[config.mk]
export PLATFORM = sky130hd
export DESIGN_NAME = rf_wb_ctrl
export DESIGN_NICKNAME = d
export VERILOG_FILES = /design/src/rtl/rf_wb_ctrl.sv
export SDC_FILE = /design/constraint.sdc
export NUM_CORES = 1
export LEC_CHECK = 0
export ABC_AREA = 0
export CAP_MARGIN = 20
export CORE_ASPECT_RATIO = 0.75
export CORE_UTILIZATION = 53
export DETAILED_ROUTE_END_ITERATION = 16
export HOLD_SLACK_MARGIN = 0.02
export PLACE_DENSITY_LB_ADDON = 0.15
export RECOVER_POWER = 100
export SLEW_MARGIN = 20
export SYNTH_ARGS = -nofsm -noshare
export SYNTH_HDL_FRONTEND = slang
export SYNTH_SLANG_ARGS = --single-unit
export TNS_END_PERCENT = 50
[constraint.sdc]
create_clock -name clk -period 10.82 [get_ports clk]
set_input_delay 1.623 -clock clk [delete_from_list [all_inputs] [get_ports clk]]
set_output_delay 1.623 -clock clk [all_outputs]
set_load 0.01 [all_outputs]
[src/rtl/rf_wb_ctrl.sv]
// Register-file write-back controller.
// Merges an unstallable ALU result stream and a handshaked load stream onto a
// single registered register-file write port. ALU results have priority;
// loads that lose arbitration wait in a small in-order buffer.
module rf_wb_ctrl #(
    parameter int unsigned DATA_WIDTH = 64,
    parameter int unsigned ADDR_WIDTH = 5,
    parameter int unsigned FIFO_DEPTH = 2
) (
    input  logic                  clk,
    input  logic                  reset,
    input  logic                  alu_valid,
    input  logic [0:ADDR_WIDTH-1] alu_addr,
    input  logic [0:DATA_WIDTH-1] alu_data,
    input  logic [0:2]            alu_ppp,
    input  logic                  ld_valid,
    output logic                  ld_ready,
    input  logic [0:ADDR_WIDTH-1] ld_addr,
    input  logic [0:DATA_WIDTH-1] ld_data,
    input  logic [0:2]            ld_ppp,
    output logic                  wen,
    output logic [0:ADDR_WIDTH-1] wr_addr,
    output logic [0:DATA_WIDTH-1] data_in,
    output logic [0:2]            PPP_sel,
    output logic [0:31]           pend_mask,
    output logic [0:1]            fifo_cnt
);

    localparam int unsigned PTR_W = (FIFO_DEPTH > 1) ? $clog2(FIFO_DEPTH) : 1;
    localparam int unsigned CNT_W = $clog2(FIFO_DEPTH + 1);

    typedef enum logic [1:0] {
        SRC_NONE,
        SRC_ALU,
        SRC_FIFO,
        SRC_BYP
    } wb_src_e;

    // Load buffer storage
    logic [0:ADDR_WIDTH-1] fifo_addr [FIFO_DEPTH];
    logic [0:DATA_WIDTH-1] fifo_data [FIFO_DEPTH];
    logic [0:2]            fifo_ppp  [FIFO_DEPTH];
    logic [FIFO_DEPTH-1:0] fifo_vld;
    logic [PTR_W-1:0]      rd_ptr;
    logic [PTR_W-1:0]      wr_ptr;
    logic [CNT_W-1:0]      cnt;

    logic                  alu_wr;
    logic                  ld_take;
    logic                  ld_wr;
    logic                  push;
    logic                  pop;
    wb_src_e               src;
    logic [0:ADDR_WIDTH-1] sel_addr;
    logic [0:DATA_WIDTH-1] sel_data;
    logic [0:2]            sel_ppp;

    // Register 0 is hard-wired and PPP codes above 100 select no bytes.
    function automatic logic is_writable(input logic [0:ADDR_WIDTH-1] a,
                                         input logic [0:2] p);
        return (a != '0) && (p <= 3'd4);
    endfunction

    function automatic logic [PTR_W-1:0] ptr_inc(input logic [PTR_W-1:0] p);
        return (p == PTR_W'(FIFO_DEPTH - 1)) ? '0 : p + PTR_W'(1);
    endfunction

    // Readiness comes from the registered count only, and is forced low in reset.
    assign ld_ready = reset && (cnt < CNT_W'(FIFO_DEPTH));
    assign fifo_cnt = 2'(cnt);

    // Arbitration: ALU first, then buffered loads, then a same-cycle bypass.
    always_comb begin
        alu_wr  = alu_valid && is_writable(alu_addr, alu_ppp);
        ld_take = ld_valid && ld_ready;
        ld_wr   = ld_take && is_writable(ld_addr, ld_ppp);
        src     = SRC_NONE;
        push    = 1'b0;
        pop     = 1'b0;
        if (alu_wr) begin
            src  = SRC_ALU;
            push = ld_wr;
        end else if (cnt != '0) begin
            src  = SRC_FIFO;
            pop  = 1'b1;
            push = ld_wr;
        end else if (ld_wr) begin
            src  = SRC_BYP;
        end
    end

    // Write-port data mux for the selected source.
    always_comb begin
        sel_addr = alu_addr;
        sel_data = alu_data;
        sel_ppp  = alu_ppp;
        case (src)
            SRC_FIFO: begin
                sel_addr = fifo_addr[rd_ptr];
                sel_data = fifo_data[rd_ptr];
                sel_ppp  = fifo_ppp[rd_ptr];
            end
            SRC_BYP: begin
                sel_addr = ld_addr;
                sel_data = ld_data;
                sel_ppp  = ld_ppp;
            end
            default: ;
        endcase
    end

    // Registered write port; address/data/select hold while idle.
    always_ff @(posedge clk) begin
        if (!reset) begin
            wen     <= 1'b0;
            wr_addr <= '0;
            data_in <= '0;
            PPP_sel <= '0;
        end else begin
            wen <= (src != SRC_NONE);
            if (src != SRC_NONE) begin
                wr_addr <= sel_addr;
                data_in <= sel_data;
                PPP_sel <= sel_ppp;
            end
        end
    end

    // Buffer pointers, occupancy and per-entry valid flags.
    always_ff @(posedge clk) begin
        if (!reset) begin
            rd_ptr   <= '0;
            wr_ptr   <= '0;
            cnt      <= '0;
            fifo_vld <= '0;
        end else begin
            if (pop) begin
                fifo_vld[rd_ptr] <= 1'b0;
                rd_ptr           <= ptr_inc(rd_ptr);
            end
            if (push) begin
                fifo_vld[wr_ptr] <= 1'b1;
                wr_ptr           <= ptr_inc(wr_ptr);
            end
            case ({push, pop})
                2'b10:   cnt <= cnt + CNT_W'(1);
                2'b01:   cnt <= cnt - CNT_W'(1);
                default: ;
            endcase
        end
    end

    // Buffer payload; qualified by fifo_vld, so no reset needed.
    always_ff @(posedge clk) begin
        if (push) begin
            fifo_addr[wr_ptr] <= ld_addr;
            fifo_data[wr_ptr] <= ld_data;
            fifo_ppp[wr_ptr]  <= ld_ppp;
        end
    end

    // Pending-register mask: one bit per register targeted by a buffered load.
    always_comb begin
        pend_mask = '0;
        for (int unsigned i = 0; i < FIFO_DEPTH; i++) begin
            for (int unsigned r = 0; r < 32; r++) begin
                if (fifo_vld[i] && (fifo_addr[i] == ADDR_WIDTH'(r)))
                    pend_mask[r] = 1'b1;
            end
        end
    end

endmodule

* Yosys cells after proc, flatten, opt, wreduce, memory -nomap -nowiden *
Memories as Yosys holds them, arrays and structs flattened. A register that Yosys moved wholly into a read port is not among the register bits.
Index checks and enable logic that the tools add are counted.

storage, ports and cells
  flip-flop bits (word level) = 79
  memories kept = 3
  memory bits (writable) = 144
  input port bits = 148
  logic and storage cells = 262

memory list
  name       depth  width  read ports  clocked after memory_dff  wr ports  RTL line  source
  fifo_data  2      64     1           1                         1         41        logic [0:DATA_WIDTH-1] fifo_data [FIFO_DEPTH];
  fifo_addr  2      5      3           1                         1         40        logic [0:ADDR_WIDTH-1] fifo_addr [FIFO_DEPTH];
  fifo_ppp   2      3      1           1                         1         42        logic [0:2] fifo_ppp [FIFO_DEPTH];

cells by class
  eq/ne operators = 66
  $lt $le $gt $ge = 7
  muxes and demuxes = 92
  bitwise logic cells = 3
  reductions and logical operators = 79
  add/subtract/negate cells = 4

operator list
  kind                 count
  $eq 5x5->1 const B   32
  $pmux 64 s2          1
  $eq 5x4->1 const B   16
  $mux 1               80
  $logic_and 1x1->1    72
  $eq 5x3->1 const B   8
  $eq 5x2->1 const B   4
  $mux 2               6
  $eq 5x1->1 const B   2
  $logic_not 5->1      2
  $pmux 5 s2           1
  $reduce_bool 5->1    2
  $eq 2x2->1 const B   3
  $le 3x3->1 const B   2
  $pmux 3 s2           1
  $reduce_bool 2->1    3
  $lt 1x2->1 const B   2
  $pmux 2 s2           1
  $add 1x1->1 const B  2
  $add 2x1->2 const B  1
  $and 2x2->2          1
  $demux 1 s1          2
  $eq 2x1->1 const B   1
  $ge 1x1->1 const B   2
  4 further kinds      4

* Longest topological paths before layout *
Gate-level depths: netlist of run 1.

  word-level depth = 10
  depth in mapped cells = 10
  depth with buffers taken out = 7

* Worst setup path before layout of run 1 *
OpenSTA, ideal clock, no wires.

  kind = input port to flip-flop
  start = input alu_ppp[2] in the netlist's numbering
  end = memory fifo_addr[1][0] in the netlist's numbering (enable)
  arrival = 5.707 ns
  setup slack = 4.610 ns
  buffers on the path = 2
  required time = 10.317 ns
  stages on the path = 6
  cell sequence = o21ai_0 > o211a_1 > clkbuf_1 > clkbuf_1 > o21ai_1 > nor2_1

on the way
  cells in the longest elaborated chain, start to end = 6

RTL lines
  item                          RTL line  source
  start, declared               15        input logic [0:2] alu_ppp,
  $le 3x3->1                    61        return (a != '0) && (p <= 3'd4);
  $logic_and 1x1->1             61
  $logic_and 1x1->1             74        alu_wr = alu_valid && is_writable(alu_addr, alu_ppp);
  $mux 1                        80        if (alu_wr) begin
  $mux 1                        155       if (push) begin
  $mux 1 (not written as such)  156       fifo_addr[wr_ptr] <= ld_addr;
  end, declared                 40

No other way between the ends.

* Final worst setup path of run 1 *
  start = input alu_ppp[2] in the netlist's numbering
  end = register cnt[1], in the netlist fifo_cnt[0]

on the way
  cells in the longest elaborated chain, start to end = 6
  elaborated cells between the ends (all ways) = 9

RTL lines
  item                                             RTL line  source
  $le 3x3->1 (*)                                   61
  $logic_and 1x1->1 (*)                            61
  $logic_and 1x1->1 (*)                            74
  $mux 1 (*)                                       80
  net pop                                          52        logic pop;
  $eq 2x1->1 or $eq 2x2->1 (tied branches)         145       case ({push, pop})
  $pmux 2 s2 or $reduce_bool 2->1 (tied branches)  -
  end signal, assigned                             146       2'b10: cnt <= cnt + CNT_W'(1);
  end signal, assigned                             147       2'b01: cnt <= cnt - CNT_W'(1);
  end, declared                                    46        logic [CNT_W-1:0] cnt;

Mark *: on every way through the listed nets, which the timed path passes. The rest lies on a longest branch.
A chain may end at the register's enable or synchronous reset.

==> impl_metrics.env, run 1 <==
export IMPL_status="finished with violations"
export IMPL_violations="max-capacitance violations, max-slew violations"
export IMPL_cts_resized=0
export IMPL_synth_seq_cells=224
export IMPL_clockRootBuffer="clkbuf_16"
export IMPL_clkTransAtPathRegs_ps=60
export IMPL_rows=42
export IMPL_powerDensity_nw_per_um2=192
export IMPL_viasPerCell=5.91
export IMPL_yosysSeqAreaShare_pct=60.2
export IMPL_hp_class="flip-flop to flip-flop"
export IMPL_cts_htree_levels=1
export IMPL_grt_max_degree=104
export IMPL_die_y_microns=120
export IMPL_final_max_slew_violation_count=221
export IMPL_synth_cell_area_sq_um=9850
export IMPL_initial_utilization_pct=55.0
export IMPL_num_vias=7282
export IMPL_fin_crit_sh_pct=68.3
export IMPL_worstMarginPinSlew_ps=4230
export IMPL_setup_viol=0
export IMPL_drc=0
export IMPL_path_max_fanout=59
export IMPL_dr_pass1_iters=5
export IMPL_fin_worst_skew_ps=11.1
export IMPL_end_kind="flip-flop"
export IMPL_grt_use_total_pct=25.2
export IMPL_required_ps=11220
export IMPL_period_needed_ps=7390
export IMPL_cp_slowest_cell="clkbuf_1"
export IMPL_cp_cell_sequence="dlygate4sd3_1 -> o21ai_0 -> o211a_1 -> clkbuf_1 -> nor2_1 -> ha_1 -> xnor2_1 -> or3_1 -> a21boi_0"
export IMPL_grt_antenna_before_repair=2
export IMPL_die_area_sq_um=19100
export IMPL_syn_to_final_growth_pct=33.6
export IMPL_grt_overflow_total=0
export IMPL_slew_headroom_pct=-182
export IMPL_ioPinCount=256
export IMPL_drtIter0Drc=722
export IMPL_synth_edf_count=144
export IMPL_nets=1124
export IMPL_cts_made_buffers=21
export IMPL_cts_tree="done"
export IMPL_wl_microns=24400
export IMPL_ys_async_sr_fraction_pct=0
export IMPL_cts_num_sinks=224
export IMPL_gp_congestion=0.905
export IMPL_hold_viol=0
export IMPL_cts_hold_buffers=0
export IMPL_fmax_ghz=0.135
export IMPL_grt_setup_unrepaired="no"
export IMPL_die_width_microns=159
export IMPL_max_stage_delay_ps=3030
export IMPL_synth_flop_cell="edfxtp_1"
export IMPL_core_area_sq_um=17900
export IMPL_cap_violations=5
export IMPL_antenna_left=0
export IMPL_synth_fp_nets=901
export IMPL_grt_first_pass_wirelength_microns=38200
export IMPL_synth_cells=752
export IMPL_dpl_worst_slack_ps=5430
export IMPL_peakVddDrop_uv=143
export IMPL_synth_cell_types=36
export IMPL_grt_pass1_vias=6931
export IMPL_clk_latency_ps=490
export IMPL_crit_type="input pin to flip-flop"
export IMPL_drive_above_1_share_pct=18.0
export IMPL_tns_ps=0
export IMPL_utilization_pct=73.4
export IMPL_dp_hpwl_microns=15800
export IMPL_p_leak_nw=4.77
export IMPL_cp_arrival_ps=7800
export IMPL_ys_warnings_count=0
export IMPL_cts_setup_buffers=0
export IMPL_io_buffer_count=255
export IMPL_startpoint_type="input pin"
export IMPL_avgSynthCellArea_sq_um=13.1
export IMPL_setup_ws_ps=3430
export IMPL_avgRoutedWirePerCell_microns=19.8
export IMPL_cts_buffer_depth=3
-- report_power, final --
part | internal, mW | total (mW) | switching [mW]
clock | 0.428 | 0.737 | 0.309
sequential | 1.03 | 1.14 | 0.106
combinational | 0.359 | 0.645 | 0.286
-- critical path, delay by kind of cell --
family	cells	cell delay, ps
fa+ha+maj	1	390
xor+xnor	1	140
compound gates	3	1620
buf+inv	2	3580
simple gates	2	420
-- kinds of logic after synthesis --
group | Yosys count | synth area share (%)
AO/OA/AOI/OAI | 198 | 15.7
buffers and inverters | 62 | 3.01
AND/OR/NAND/NOR | 125 | 5.77
flip-flops | 224 | 60.2
multiplexers | 140 | 15.1
XOR/XNOR | 2 | 0.178
adder cells (fa/ha/maj) | 1 | 0.127
-- final timing paths --
path	slack (ps)	cells past startpoint	to	startpoint
hold reg to reg	520	1	fifo_vld[0]	wr_ptr
setup / recovery	3430	9	fifo_cnt[0]	alu_ppp[2]
hold / removal	520	1	fifo_vld[0]	wr_ptr
setup reg to reg	6150	5	fifo_data[0][39]	fifo_cnt[0]
-- metal layers --
metal / global-route usage (%) / vias up / part of all wire [%]
li1: - / 3391 / -
met1: 37.3 / 3508 / 45
met3: 4.42 / 31 / 8.2
met4: 4.81 / 0 / 1.4
met5: 0 / - / 0
met2: 39.2 / 352 / 45
-- stage by stage --
| stage | hold WS (ps) | total power [mW] | cells | instance area [sq um] |
|---|---|---|---|---|
| 2_1_floorplan | 447 | 1.50 | 752 | 9850 |
| 3_3_place_gp | 505 | 1.83 | 1194 | 12500 |
| 3_5_place_dp | 510 | 1.84 | 1194 | 12500 |
| 4_1_cts | 531 | 2.57 | 1231 | 13200 |
| 5_1_grt | 533 | 2.62 | 1231 | 13200 |
| 6_report | 518 | 2.52 | 1233 | 13200 |
-- synth_stat cells, types with 6 or more instances --
library cell,n,area (sq um)
o22ai_1,32,200
dfxtp_1,80,1600
mux2_2,67,754
edfxtp_1,144,4320
o221a_2,63,709
mux2i_1,73,731
nand3_1,7,35.0
clkbuf_1,45,169
buf_6,8,90.1
o221a_1,9,101
nor2_1,11,41.3
buf_1,6,22.5
o21ai_0,73,365
nand2b_1,9,56.3
nand2_1,75,282
-- final cells by class --
type / instances / area, sq um
clock buffer: 22 / 529
sequential: 224 / 5930
timing repair buffer: 262 / 2590
multi-input combinational: 466 / 3640
clock inverter: 15 / 158
antenna: 2 / 5.00
tap: 242 / 303
fill: 1231 / 4760
-- registers in the layout (all words and copies together) (netlist names), named ones only --
register	count
fifo_addr	10
fifo_ppp	6
wen	1
fifo_vld	2
wr_addr	5
PPP_sel	3
fifo_cnt	2
rd_ptr	1
data_in	64
fifo_data	128
wr_ptr	1
-- placed cells by master, fill, tap and decap left out, types with 21 or more instances in the layout --
cell type / n
dfxtp_1: 79
clkbuf_16: 21
o22ai_1: 32
mux2i_1: 73
clkdlybuf4s50_1: 74
edfxtp_1: 144
o221a_2: 63
dlygate4sd3_1: 180
mux2_2: 67
o21ai_0: 74
nand2_1: 75
No activity file was read; power rests on OpenSTA's default activity.
==> run 2: changes to the inputs <==
--- a/config.mk
+++ b/config.mk
@@ -8,7 +8,7 @@
 export ABC_AREA = 0
 export CAP_MARGIN = 20
 export CORE_ASPECT_RATIO = 0.75
-export CORE_UTILIZATION = 53
+export CORE_UTILIZATION = 44
 export DETAILED_ROUTE_END_ITERATION = 16
 export HOLD_SLACK_MARGIN = 0.02
 export PLACE_DENSITY_LB_ADDON = 0.15
==> constraint.sdc (replaced) <==
create_clock -name clk -period 6.6 [get_ports clk]
set_input_delay 0.99 -clock clk [delete_from_list [all_inputs] [get_ports clk]]
set_output_delay 0.99 -clock clk [all_outputs]
set_load 0.01 [all_outputs]
==> run 2 against run 1 <==
Net effect:
- the run still ends with max-capacitance violations, max-slew violations left
- clock skew fell by 2.7 ps
- core utilization fell by 12 points
- via count shrank 1.2%
- wire length rose by 3.6%
- combinational power up 64%
- final area up 2.1%
- worst setup slack got worse by 1800 ps
- sequential power increased by 63%
- critical path type unchanged
- critical path depth down 3
- non-clock buffer count is 1 higher
- clock power increased by 100%
==> impl_metrics.env, run 2 (synthesis results as in run 1) <==
export IMPL_internal_power_mw=3.21
export IMPL_hold_viol=0
export IMPL_dr_pass1_iters=4
export IMPL_num_antenna_cells=0
export IMPL_final_cell_mix="180 x dlygate4sd3_1, 144 x edfxtp_1, 79 x dfxtp_1, 75 x nand2_1"
export IMPL_cts_num_sinks=224
export IMPL_required_ps=6710
export IMPL_end_kind="flip-flop"
export IMPL_antenna_left=0
export IMPL_dp_hpwl_microns=16100
export IMPL_fmax_ghz=0.199
export IMPL_crit_type="input pin to flip-flop"
export IMPL_powerDensity_nw_per_um2=328
export IMPL_clockRootBuffer="clkbuf_16"
export IMPL_final_common_cell="dlygate4sd3_1"
export IMPL_setup_viol=0
export IMPL_io_buffer_count=255
export IMPL_cts_htree_levels=1
export IMPL_cts_tree="done"
export IMPL_tns_ps=0
export IMPL_slew_headroom_pct=-32.3
export IMPL_cap_violations=2
export IMPL_grt_antenna_before_repair=1
export IMPL_final_max_slew_violation_count=121
export IMPL_core_area_sq_um=22000
export IMPL_wl_microns=25300
export IMPL_clk_latency_ps=500
export IMPL_fin_worst_skew_ps=8.48
export IMPL_whs_ps=523
export IMPL_nets=1127
export IMPL_cts_resized=0
export IMPL_cts_made_buffers=23
export IMPL_seq_power_share_pct=42.4
export IMPL_p_comb_share_pct=24.0
export IMPL_reg_top3="fifo_data x128, data_in x64, fifo_addr x10"
export IMPL_largest_reg_flops=128
export IMPL_grt_max_degree=76
export IMPL_path_max_fanout=31
export IMPL_die_area_sq_um=23000
export IMPL_gp_congestion=0.881
export IMPL_cts_hold_buffers=0
export IMPL_violations="max-capacitance violations, max-slew violations"
export IMPL_status="finished with violations"
export IMPL_ioPinCount=256
export IMPL_clkTransAtPathRegs_ps=60
export IMPL_grt_use_total_pct=21.6
export IMPL_hp_class="flip-flop to flip-flop"
export IMPL_drtIter0Drc=669
export IMPL_startpoint_type="input pin"
export IMPL_num_vias=7194
export IMPL_cts_buffer_depth=3
export IMPL_initial_utilization_pct=44.8
export IMPL_utilization_pct=61.0
export IMPL_die_width_microns=175
export IMPL_syn_to_final_growth_pct=36.3
export IMPL_p_sw_mw=1.19
export IMPL_worstMarginPinSlew_ps=1980
export IMPL_period_needed_ps=5010
export IMPL_grt_overflow_total=0
export IMPL_die_y_microns=132
export IMPL_cp_arrival_ps=5120
export IMPL_cts_setup_buffers=0
export IMPL_viasPerCell=5.58
export IMPL_drive_above_1_share_pct=18.9
export IMPL_top_register="fifo_data"
export IMPL_grt_first_pass_wirelength_microns=39700
export IMPL_fin_crit_sh_pct=76.0
export IMPL_pwr_share_clk_pct=33.6
export IMPL_rows=47
export IMPL_peakVddDrop_uv=184
export IMPL_avgRoutedWirePerCell_microns=19.6
export IMPL_drc=0
export IMPL_p_sw_share_pct=27.0
export IMPL_grt_setup_unrepaired="no"
export IMPL_grt_pass1_vias=6946
export IMPL_total_power_mw=4.40
export IMPL_p_leak_nw=4.87
[run 2: critical path, cell delays in order]
cell and delay, ps:
dlygate4sd3_1 550, o21ai_0 590, o211a_4 630, o21ai_0 470
nor2_4 860, clkbuf_1 1010
[run 2: cell type report]
| class | instances | area, sq um |
|---|---|---|
| Clock buffer | 27 | 611 |
| Tap cell | 294 | 368 |
| Multi-Input combinational cell | 466 | 3660 |
| Timing Repair Buffer | 263 | 2600 |
| Fill cell | 1744 | 8570 |
| Clock inverter | 15 | 256 |
| Sequential cell | 224 | 5930 |
[run 2: routing by layer]
layer	share of wire, %	global-route usage (%)
met1	48	33.5
met5	0.051	0
met3	7.2	4.11
met2	43	31.4
met4	1.2	3.57
[run 2: worst paths after layout]
| path | endpoint | from | slack (ps) | cells after the start |
|---|---|---|---|---|
| setup / recovery | fifo_data[1][30] | alu_ppp[2] | 1590 | 6 |
| hold / removal | data_in[48] | data_in[48] | 520 | 1 |
| setup reg to reg | fifo_data[1][30] | fifo_cnt[0] | 2950 | 5 |
| hold reg to reg | data_in[48] | data_in[48] | 520 | 1 |
[run 2: power groups by stage]
stage	combinational, mW	clock [mW]	sequential [mW]
after floorplan	0.586	0	1.88
after global placement	1.12	0	1.90
after detailed placement	1.12	0	1.89
after CTS	1.13	1.50	1.87
after global routing	1.14	1.56	1.89
final	1.06	1.48	1.86
[run 2: through the flow]
step | worst slack, ps | std cells | instance area, sq um
after floorplan | 1020 | 752 | 9850
after global placement | 1950 | 1247 | 12600
after detailed placement | 1930 | 1247 | 12600
after CTS | 2440 | 1289 | 13400
after global routing | 1200 | 1289 | 13400
final | 1590 | 1289 | 13400
==> RTL edit 1: new RTL, config.mk and constraints of run 2 <==
The parameter `DATA_WIDTH` goes from 64 to 32.
--- a/src/rtl/rf_wb_ctrl.sv
+++ b/src/rtl/rf_wb_ctrl.sv
@@ -5,3 +5,3 @@
 module rf_wb_ctrl #(
-    parameter int unsigned DATA_WIDTH = 64,
+    parameter int unsigned DATA_WIDTH = 32,
     parameter int unsigned ADDR_WIDTH = 5,
Ports: changed (resized alu_data, data_in and ld_data); port bits go from 256 to 160. No check against the original RTL was run, so the function may have changed too.
==> RTL edit 1 against run 2 <==
- the run still ends with capacitance limit, slew limit left
- design area decreased by 41%
- synthesized area decreased by 43%
- power decreased by 38%
- routed wire length decreased by 40%
- worst setup slack got worse by 6.9 ps
- count of clock-buffer cells in the layout decreased by 9
- first-iteration DRC count decreased by 53%
- sequential cell count decreased by 96
- die area decreased by 42%
==> RTL edit 1: results <==
logic_synthesis:
  synth_xor_area_frac: 0.00466
  synthMuxAreaShare: 0.0762
  synth-compound-area-share: 0.169
  async_reset_ff_frac: 0
  synthAdderAreaFrac: 0.00222
  synth_area_leaders: "edfxtp_1 (43%), dfxtp_1 (17%), mux2_2 (4.6%)"
  synth-edff-count: 80
  ys_types: 43
global_route:
  grt_max_degree: 51
  grt_pass1_vias: 4564
  gr-usage-all-layers: 0.238
  grt_pass1_wl_mm: 24.1
critical_path:
  critPathLaunch: "reset"
  max_stage_delay_ps: 1480
  cp_max_fo: 50
  rr_worst_depth: 4
  crit_family: "buffers and inverters"
  crit_arrival_ps: 5020
  r2r_slack_ps: 3460
  reg2reg_to: "fifo_data[0][16]"
pwr:
  p_seq_frac: 0.382
  finalPower_mw: 2.75
  p_leak_nw: 2.83
  power_frac_clock: 0.355
  irDropWorstVdd_mv: 0.224
sta:
  finalClockSkew_ps: 9.32
  final-max-slew-violation-count: 133
cells_and_area:
  final-seq-area_mm2: 0.00337
  nFlopsAndLatches: 128
  area_delta_synth_final_pct: 39.7
  fillCellCount: 946
  top_regs: "fifo_data: 64 flops, data_in: 32 flops, fifo_addr: 10 flops"
  multi_input_area_share: 0.262
  clock_area_frac: 0.0785
  inv_count: 3
  antenna_cells: 1
  buffers: 163
  buf_share: 0.204
  nets: 739
status:
  status: "complete, but fails checks"
  violations: "capacitance limit, slew limit"
drt:
  wire_per_inst_um: 18.1
  vias: 4685
  dr.pass1.iters: 6
place:
  dp_hpwl_mm: 9.87
  gp_congestion: 0.819
  port_buffers: 159
  dpl_cell_area_mm2: 0.00729
cts:
  cts_buffer_depth: 2
  cts_buffers: 17
  clk_latency_ps: 410
  htree_levels: 4
flow_run:
  max_cap_viol_count: 3
==> RTL edit 1: changes by cell type after synthesis, sizes merged, moves of 4 or more <==
cell    delta
nor3      +12
edfxtp    -64
clkbuf    -23
a221oi     -5
o31ai      +7
a31oi     +23
o221a     -72
mux2      -44
nand3      +7
o21a       -4
a211oi     +7
mux2i     -56
nand2      -7
dfxtp     -32
==> RTL edit 1: worst min path at each step <==
stage	end	slack, ps	cells after the start
after floorplan	wr_ptr	460	2
after global placement	wr_ptr	480	2
after detailed placement	data_in[13]	490	2
after CTS	data_in[13]	500	2
after global routing	data_in[17]	520	2
final	data_in[13]	500	2
==> RTL edit 1: through the flow <==
stage	cells	worst slack (ps)
after detailed placement	801	2250
after global routing	833	1240
after global placement	801	2370
after floorplan	509	1340
after CTS	833	2670
final	834	1580
==> RTL edit 1: per-layer routing <==
metal  track usage  up-vias
met5             0        -
met4        0.0734        0
met3        0.0737       11
met2         0.377      221
met1         0.313     2243
li1              -     2210
==> RTL edit 2: new RTL, config.mk and constraints of run 2 <==
Without the edit above. Register the output `fifo_cnt`, cleared by the reset; this adds one clock of latency there. The other outputs are not delayed to match.
--- a/src/rtl/rf_wb_ctrl.sv
+++ b/src/rtl/rf_wb_ctrl.sv
@@ -69,3 +69,9 @@
     assign ld_ready = reset && (cnt < CNT_W'(FIFO_DEPTH));
-    assign fifo_cnt = 2'(cnt);
+    always_ff @(posedge clk) begin
+        if (!reset) begin
+            fifo_cnt <= '0;
+        end else begin
+            fifo_cnt <= 2'(cnt);
+        end
+    end
 
Function: changed (a bounded check fails within 4 cycles, from zero or initial values and one cycle with reset low).
==> RTL edit 2 against run 2 <==
- combinational power increased by 20%
- critical endpoint is now data_in[13]
- routed wire length grew 7.9%
- via count is 8.3% higher
- power hardly changed
- core utilization decreased by 0.42 points
- final cell count grew 6.1%
- clock power shrank 12%
- die area grew 4.0%
- sequential cell count up 2
- highest routed layer unchanged
- the run still ends with capacitance limit, slew limit left
- first-iteration DRC count down 36%
- worst setup slack worse by 140 ps
- largest cell class unchanged
- register-to-register slack gained 230 ps
- design area grew 1.4%
- synthesized area rose by 4.0%
==> RTL edit 2: results <==
status:
  status: "complete, but fails checks"
  violations: "capacitance limit, slew limit"
critical_path:
  crit_arrival_ps: 5530
  r2r_slack_ps: 3180
  max_stage_delay_ps: 1740
  cp_max_fo: 52
global_route:
  grt_max_degree: 77
  grt_pass1_vias: 7377
  antenna_found_initial: 3
place:
  dp_hpwl_mm: 17.8
  dp_slack_ps: 1700
logic_synthesis:
  synthTopCellsByCount: "edfxtp_1 (144), mux2i_1 (96), dfxtp_1 (82)"
flow_run:
  max_cap_viol_count: 2
cells_and_area:
  drive_gt1_frac: 0.0756
  fillCellCount: 1825
drt:
  finalWirelength_mm: 27.3
  dr.pass1.iters: 5
  drtIter0Drc: 431
  vias: 7789
pwr:
  p_leak_nw: 4.87
  pg_comb_mw: 1.27
  irDropWorstVdd_mv: 0.174
  p_int_mw: 3.08
sta:
  period_minus_slack_ps: 5160
  final-max-slew-violation-count: 88
  finalClockSkew_ps: 7.90
RTL edit 2: changes by cell type after synthesis, sizes merged, moves of 27 or more:
cell	run 2	this run
a211oi	0	33
a311oi	0	27
mux2	67	18
nand2	75	37
nand3	7	36
nor2	11	44
nor2b	5	37
o21ai	74	41
o221a	72	0
RTL edit 2: cells by family after synthesis:
kind of cell / share of synthesized area
flip-flops: 0.582
AO/OA/AOI/OAI: 0.164
buffers and inverters: 0.0393
XOR/XNOR: 0.00171
AND/OR/NAND/NOR: 0.0917
multiplexers: 0.120
adder cells (fa/ha/maj): 0.00122
RTL edit 2: through the flow:
stage          power [mW]   util  cells  hold WS (ps)
5_1_grt              4.61  0.606   1366           503
6_report             4.40  0.606   1368           486
3_5_place_dp         3.23  0.577   1324           479
2_1_floorplan        2.63      -    840           447
4_1_cts              4.54  0.611   1366           488
3_3_place_gp         3.21  0.577   1324           472
RTL edit 2: area by class of cell:
class                   count  area (um^2)  area share
flip-flops and latches    226         5970       0.438
multi-input cells         522         3810       0.280
repair buffers            266         2650       0.194
clock buffers              29          638      0.0468
well taps                 294          368      0.0270
clock inverters            13          124     0.00909
inverters                  16         60.1     0.00441
diodes                      2         5.00    0.000367
RTL edit 2: path summary, 6_finish.rpt:
path / from / end / depth (start not counted)
hold reg to reg: data_in[41] / data_in[41] / 2
setup / recovery: reset / data_in[13] / 5
hold / removal: data_in[41] / data_in[41] / 2
setup reg to reg: cnt[0] / fifo_data[1][49] / 4
RTL edit 2: per-layer routing:
layer / routed length (um) / track usage
met1: 12700 / 0.329
met3: 1930 / 0.0363
met2: 12200 / 0.353
met5: 13 / 0
met4: 363 / 0.0391
RTL edit 2: worst max-delay path, delay by kind of cell:
kind            cells  cell delay (ps)
buf+inv             4             3820
compound gates      1              650
